--- src/rtl/dec_pkg.sv ---
// dec_pkg: state encoding, mode constants and clog2 helper for dec_scan_n
package dec_pkg;
  typedef enum logic [1:0] {S_OFF = 2'd0, S_DIRECT = 2'd1, S_SCAN = 2'd2} state_t;
  localparam logic MODE_DIRECT = 1'b0;
  localparam logic MODE_SCAN = 1'b1;
  function automatic int clog2(input int v);
    int r = 0;
    while ((1 << r) < v) r++;
    return r;
  endfunction
endpackage

--- src/rtl/dec_onehot.sv ---
// dec_onehot: combinational SEL_W-to-2**SEL_W one-hot decoder with enable
module dec_onehot #(
  parameter int SEL_W = 3
) (
  input  logic [SEL_W-1:0]    sel,
  input  logic                en,
  output logic [2**SEL_W-1:0] lines
);
  assign lines = {{(2**SEL_W-1){1'b0}}, en} << sel;
endmodule

--- src/rtl/dec_scan_n.sv ---
// dec_scan_n: registered N-to-2^N one-hot decoder with direct and auto-scan modes
module dec_scan_n
  import dec_pkg::*;
#(
  parameter int SEL_W      = 3,
  parameter int PRESCALE   = 4,
  parameter bit ACTIVE_LOW = 1'b0
) (
  input  logic                clk,
  input  logic                rst_n,
  input  logic                en,
  input  logic                mode,
  input  logic [SEL_W-1:0]    inp,
  output logic [2**SEL_W-1:0] out,
  output logic [SEL_W-1:0]    idx,
  output logic                valid,
  output logic                wrap
);
  localparam int N = 2**SEL_W;
  localparam int PW = clog2(PRESCALE) < 1 ? 1 : clog2(PRESCALE);
  localparam logic [PW-1:0] P_LAST = PW'(PRESCALE - 1);
  state_t state, state_n;
  logic [PW-1:0] presc, presc_n;
  logic [SEL_W-1:0] idx_n;
  logic [N-1:0] lines;
  logic held, step, wrap_n;
  // held: current idx already shown in scan, so presc == 0 means its dwell is complete
  always_comb begin
    state_n = !en ? S_OFF : mode == MODE_SCAN ? S_SCAN : S_DIRECT;
    step = state_n == S_SCAN && held && presc == '0;
    idx_n = state_n == S_DIRECT ? inp : step ? idx + 1'b1 : idx;
    presc_n = state_n == S_SCAN ? (presc == P_LAST ? '0 : presc + 1'b1) :
              state_n == S_DIRECT ? '0 : presc;
    wrap_n = step && idx == '1;
  end
  dec_onehot #(.SEL_W(SEL_W)) u_onehot (
    .sel   (idx_n),
    .en    (state_n != S_OFF),
    .lines (lines)
  );
  always_ff @(posedge clk) begin
    if (!rst_n) begin
      state <= S_OFF;
      presc <= '0;
      idx   <= '0;
      held  <= 1'b0;
      wrap  <= 1'b0;
      out   <= {N{ACTIVE_LOW}};
    end else begin
      state <= state_n;
      presc <= presc_n;
      idx   <= idx_n;
      held  <= state_n == S_SCAN ? 1'b1 : state_n == S_DIRECT ? 1'b0 : held;
      wrap  <= wrap_n;
      out   <= lines ^ {N{ACTIVE_LOW}};
    end
  end
  // the unused encoding 2'd3 decodes as off
  assign valid = state == S_DIRECT || state == S_SCAN;
endmodule

--- config.mk ---
export PLATFORM = sky130hd
export DESIGN_NAME = dec_scan_n
export DESIGN_NICKNAME = d
export VERILOG_FILES = /design/src/rtl/dec_pkg.sv /design/src/rtl/dec_onehot.sv /design/src/rtl/dec_scan_n.sv
export SDC_FILE = /design/constraint.sdc
export NUM_CORES = 1
export LEC_CHECK = 0
export BUFFER_PORTS_ARGS = -buffer_cell sky130_fd_sc_hd__buf_4
export CORE_MARGIN = 2
export CORE_UTILIZATION = 50
export CTS_CLUSTER_SIZE = 30
export DETAILED_ROUTE_END_ITERATION = 12
export PLACE_DENSITY = 0.8
export SLEW_MARGIN = 20
export SYNTH_ARGS = -nofsm -noshare
export SYNTH_HDL_FRONTEND = slang
export SYNTH_SLANG_ARGS = --single-unit
--- constraint.sdc ---
create_clock -name clk -period 2.2 [get_ports clk]
set_clock_uncertainty 0.2 [all_clocks]
set_input_delay 0.44 -clock clk [delete_from_list [all_inputs] [get_ports clk]]
set_output_delay 0.44 -clock clk [all_outputs]
set_load 0.005 [all_outputs]
==> results.toml <==
[status]
status = "completed"

[pwr]
power_uw = 594.9
power_per_cell_area_nw_per_um2 = 620.7
p_sw_frac = 0.2584
leakagePower_uw = 0.0004334
comb_power_share = 0.175
ir_drop_mv = 0.2883
internal_power_uw = 441.1
seqPwrFrac = 0.554
power_switching_uw = 153.7
clkPwrFrac = 0.271

[timing]
slew_viol_final = 0
worstMarginPinSlew_ns = 0.2943
setup_tns_ns = 0
hold_viol = 0
min_period_over_period = 0.8431
grt_setup_unrepaired = "no"
fmax_mhz = 539.1
setup_viol = 0
fin_crit_ns = 1.855
relSlewSlack = 0.8034

[critical_path]
worstPathCellList = "inv_1, ha_1, a21bo_4, and2_4, o21a_4, nor4b_4"
crit_buf_inv = 1
path_class = "flop to flop"
endpoint_kind = "flop"
rr_worst_depth = 6
critPathArrivalTime_ns = 1.85
r2r-end = "out[5]"
cp_top_family = "compound AO/OA/AOI/OAI gates"
reg2reg_from = "presc[0]"
critical-path-max-stage-delay_ns = 0.37
r2r_setup_slack_ns = 0.35
cp-start-kind = "flop"
critical-path-slowest-cell = "dfxtp_1"
cp.required_ns = 2.20
worstPathMaxFanout = 6

[logic_synthesis]
synth_warnings = 0
syn_area_per_cell_um2 = 10.64
yosys.cell_count.top_type = "dfxtp_1"
yosysTopAreaCellShare = 0.4324
yosys_register_bits = 17
synth_enable_flop_cells = 0
yosys_most_used_dff = "dfxtp_1"
syn_nets = 85
synthDistinctLibCells = 38
synth_seq_area_share = 0.4324
synth_area_um2 = 787.0
async_flop_share = 0
synthTopCellsByCount = "dfxtp_1 (17), nor2_1 (5), nor3_1 (5)"
synth_top_area_cell = "dfxtp_1"
synthTopCellsByArea = "dfxtp_1 (43%), ha_1 (6.4%), nor3_1 (3.2%)"
synthCells = 74

[min_path]
whs_endpoint = "presc[0]"
hold_path_depth = 2
min-delay-start = "rst_n"
min_path_type = "input pin to flop"

[finish]
diodes = 0
regArea_um2 = 340.3
multiInputGateArea_um2 = 416.7
area_growth_syn_to_layout_pct = 21.78
num-fill-cells = 122
num-nets-final = 107
drive_gt1_frac = 0.3789

[grt]
grt_overflow = 0
grt_usage = 0.1571
first_global_vias = 509
antenna_found_initial = 0
grt_max_degree = 14
grt_first_pass_wirelength_um = 2208

[route]
vias_per_cell = 5.171
drtAntennaViolNets = 0
dr.pass1.iters = 4
drt-initial-drc-count = 4
met2_length_um = 588
wl_met3_um = 66
wirelength_um = 1302
wl_per_cell_um = 11.73
topRoutingLayerUsed = "met4"
vias = 574
wl_met1_um = 631
drc = 0

[floorplan]
core_region_area_um2 = 1489
die_w_um = 43.68
start_util = 0.5286
num_io_pins = 20
die_area_um2 = 1908
die_h_um = 43.68
rows = 14

[clock_network]
insertion_delay_ns = 0.28
cts_tree = "done"
cts_max_level = 1
cts_resized = 0
ctsHoldBuffers = 0
numCtsBuffers = 3
numClockSinks = 17
cts-root-buf = "clkbuf_4"
ctsLongestPathBuffers = 2
cts_setup_buffers = 0
clkTransAtPathRegs_ns = 0.09

[place]
place_congestion = 0.7768
hpwl_um = 998.2
portBuffers = 19

[job]
maxCapViolCount = 0
metrics by stage:
| step | setup slack [ns] | hold WS (ns) | instance area (um^2) | instances | utilization |
|---|---|---|---|---|---|
| global placement | 0.3933 | 0.3644 | 930.9 | 107 | 0.6252 |
| CTS | 0.3312 | 0.2163 | 958.4 | 111 | 0.6437 |
| floorplan | 0.4708 | 0.3308 | 787.0 | 74 | - |
| finish | 0.3451 | 0.2184 | 958.4 | 111 | 0.6437 |
| global route | 0.2642 | 0.2269 | 958.4 | 111 | 0.6437 |
| detailed placement | 0.3600 | 0.3664 | 930.9 | 107 | 0.6252 |
logic make-up (layout without fill, tap and decap cells):
family | after synthesis | in the layout | share of synthesized area
AOI/OAI and AO/OA | 15 | 15 | 0.1717
and+or+nand+nor | 31 | 31 | 0.2703
adders and majority gates | 4 | 4 | 0.06360
muxes | 1 | 1 | 0.01272
buffers and inverters | 5 | 26 | 0.03816
xor gates and xnor gates | 1 | 1 | 0.01113
DFF | 17 | 17 | 0.4324
power groups by stage:
| stage | sequential [uW] | combinational, uW | clock (uW) |
|---|---|---|---|
| 6_report | 329 | 104 | 161 |
| 5_1_grt | 331 | 115 | 185 |
| 4_1_cts | 329 | 105 | 167 |
| 3_5_place_dp | 336 | 105 | 0 |
| 3_3_place_gp | 336 | 104 | 0 |
| 2_1_floorplan | 336 | 71.1 | 0 |
layer usage:
layer / track usage / up-vias
li1: - / 307
met1: 0.2104 / 249
met2: 0.2382 / 16
met3: 0.03750 / 2
met4: 0.07273 / 0
met5: 0 / -
final cells by class:
type                    instances  share of cell area
flip-flops and latches         17              0.3551
clock inverters                 1            0.005222
inverters                       3             0.01175
well taps                      16             0.02089
clock buffers                   3             0.02350
repair buffers                 19              0.1488
multi-input cells              52              0.4347
registers in the layout, summed over array words and instances (netlist names):
signal,cells
held,1
idx,3
out,8
presc,2
state,2
wrap,1
worst max-delay path by stage:
stage,startpoint,end,depth (start not counted),slack [ns]
after floorplan,idx[1],out[4],6,0.47
after global placement,idx[1],out[4],6,0.39
after detailed placement,presc[0],out[5],6,0.36
after CTS,presc[0],out[5],6,0.33
after global routing,presc[0],out[5],6,0.26
final,presc[0],out[5],6,0.35
worst register-to-register path: cells and delay by family, from the launching register on:
| kind | cells | cell delay (ns) |
|---|---|---|
| and+or+nand+nor | 2 | 0.42 |
| adders and majority gates | 1 | 0.26 |
| AOI/OAI and AO/OA | 2 | 0.46 |
| buffers and inverters | 1 | 0.07 |
| DFF | 1 | 0.37 |
cell usage in the layout (no fill, tap or decap), types with 2 or more instances in the layout:
cell type	count
nor2_1	5
ha_1	4
inv_1	3
clkbuf_4	3
buf_4	19
nor3_1	5
dfxtp_1	17
o21ai_2	2
a21oi_1	2
o21ai_0	3
and2_1	2
nand2_1	3
(Power assumes the default switching activity.)
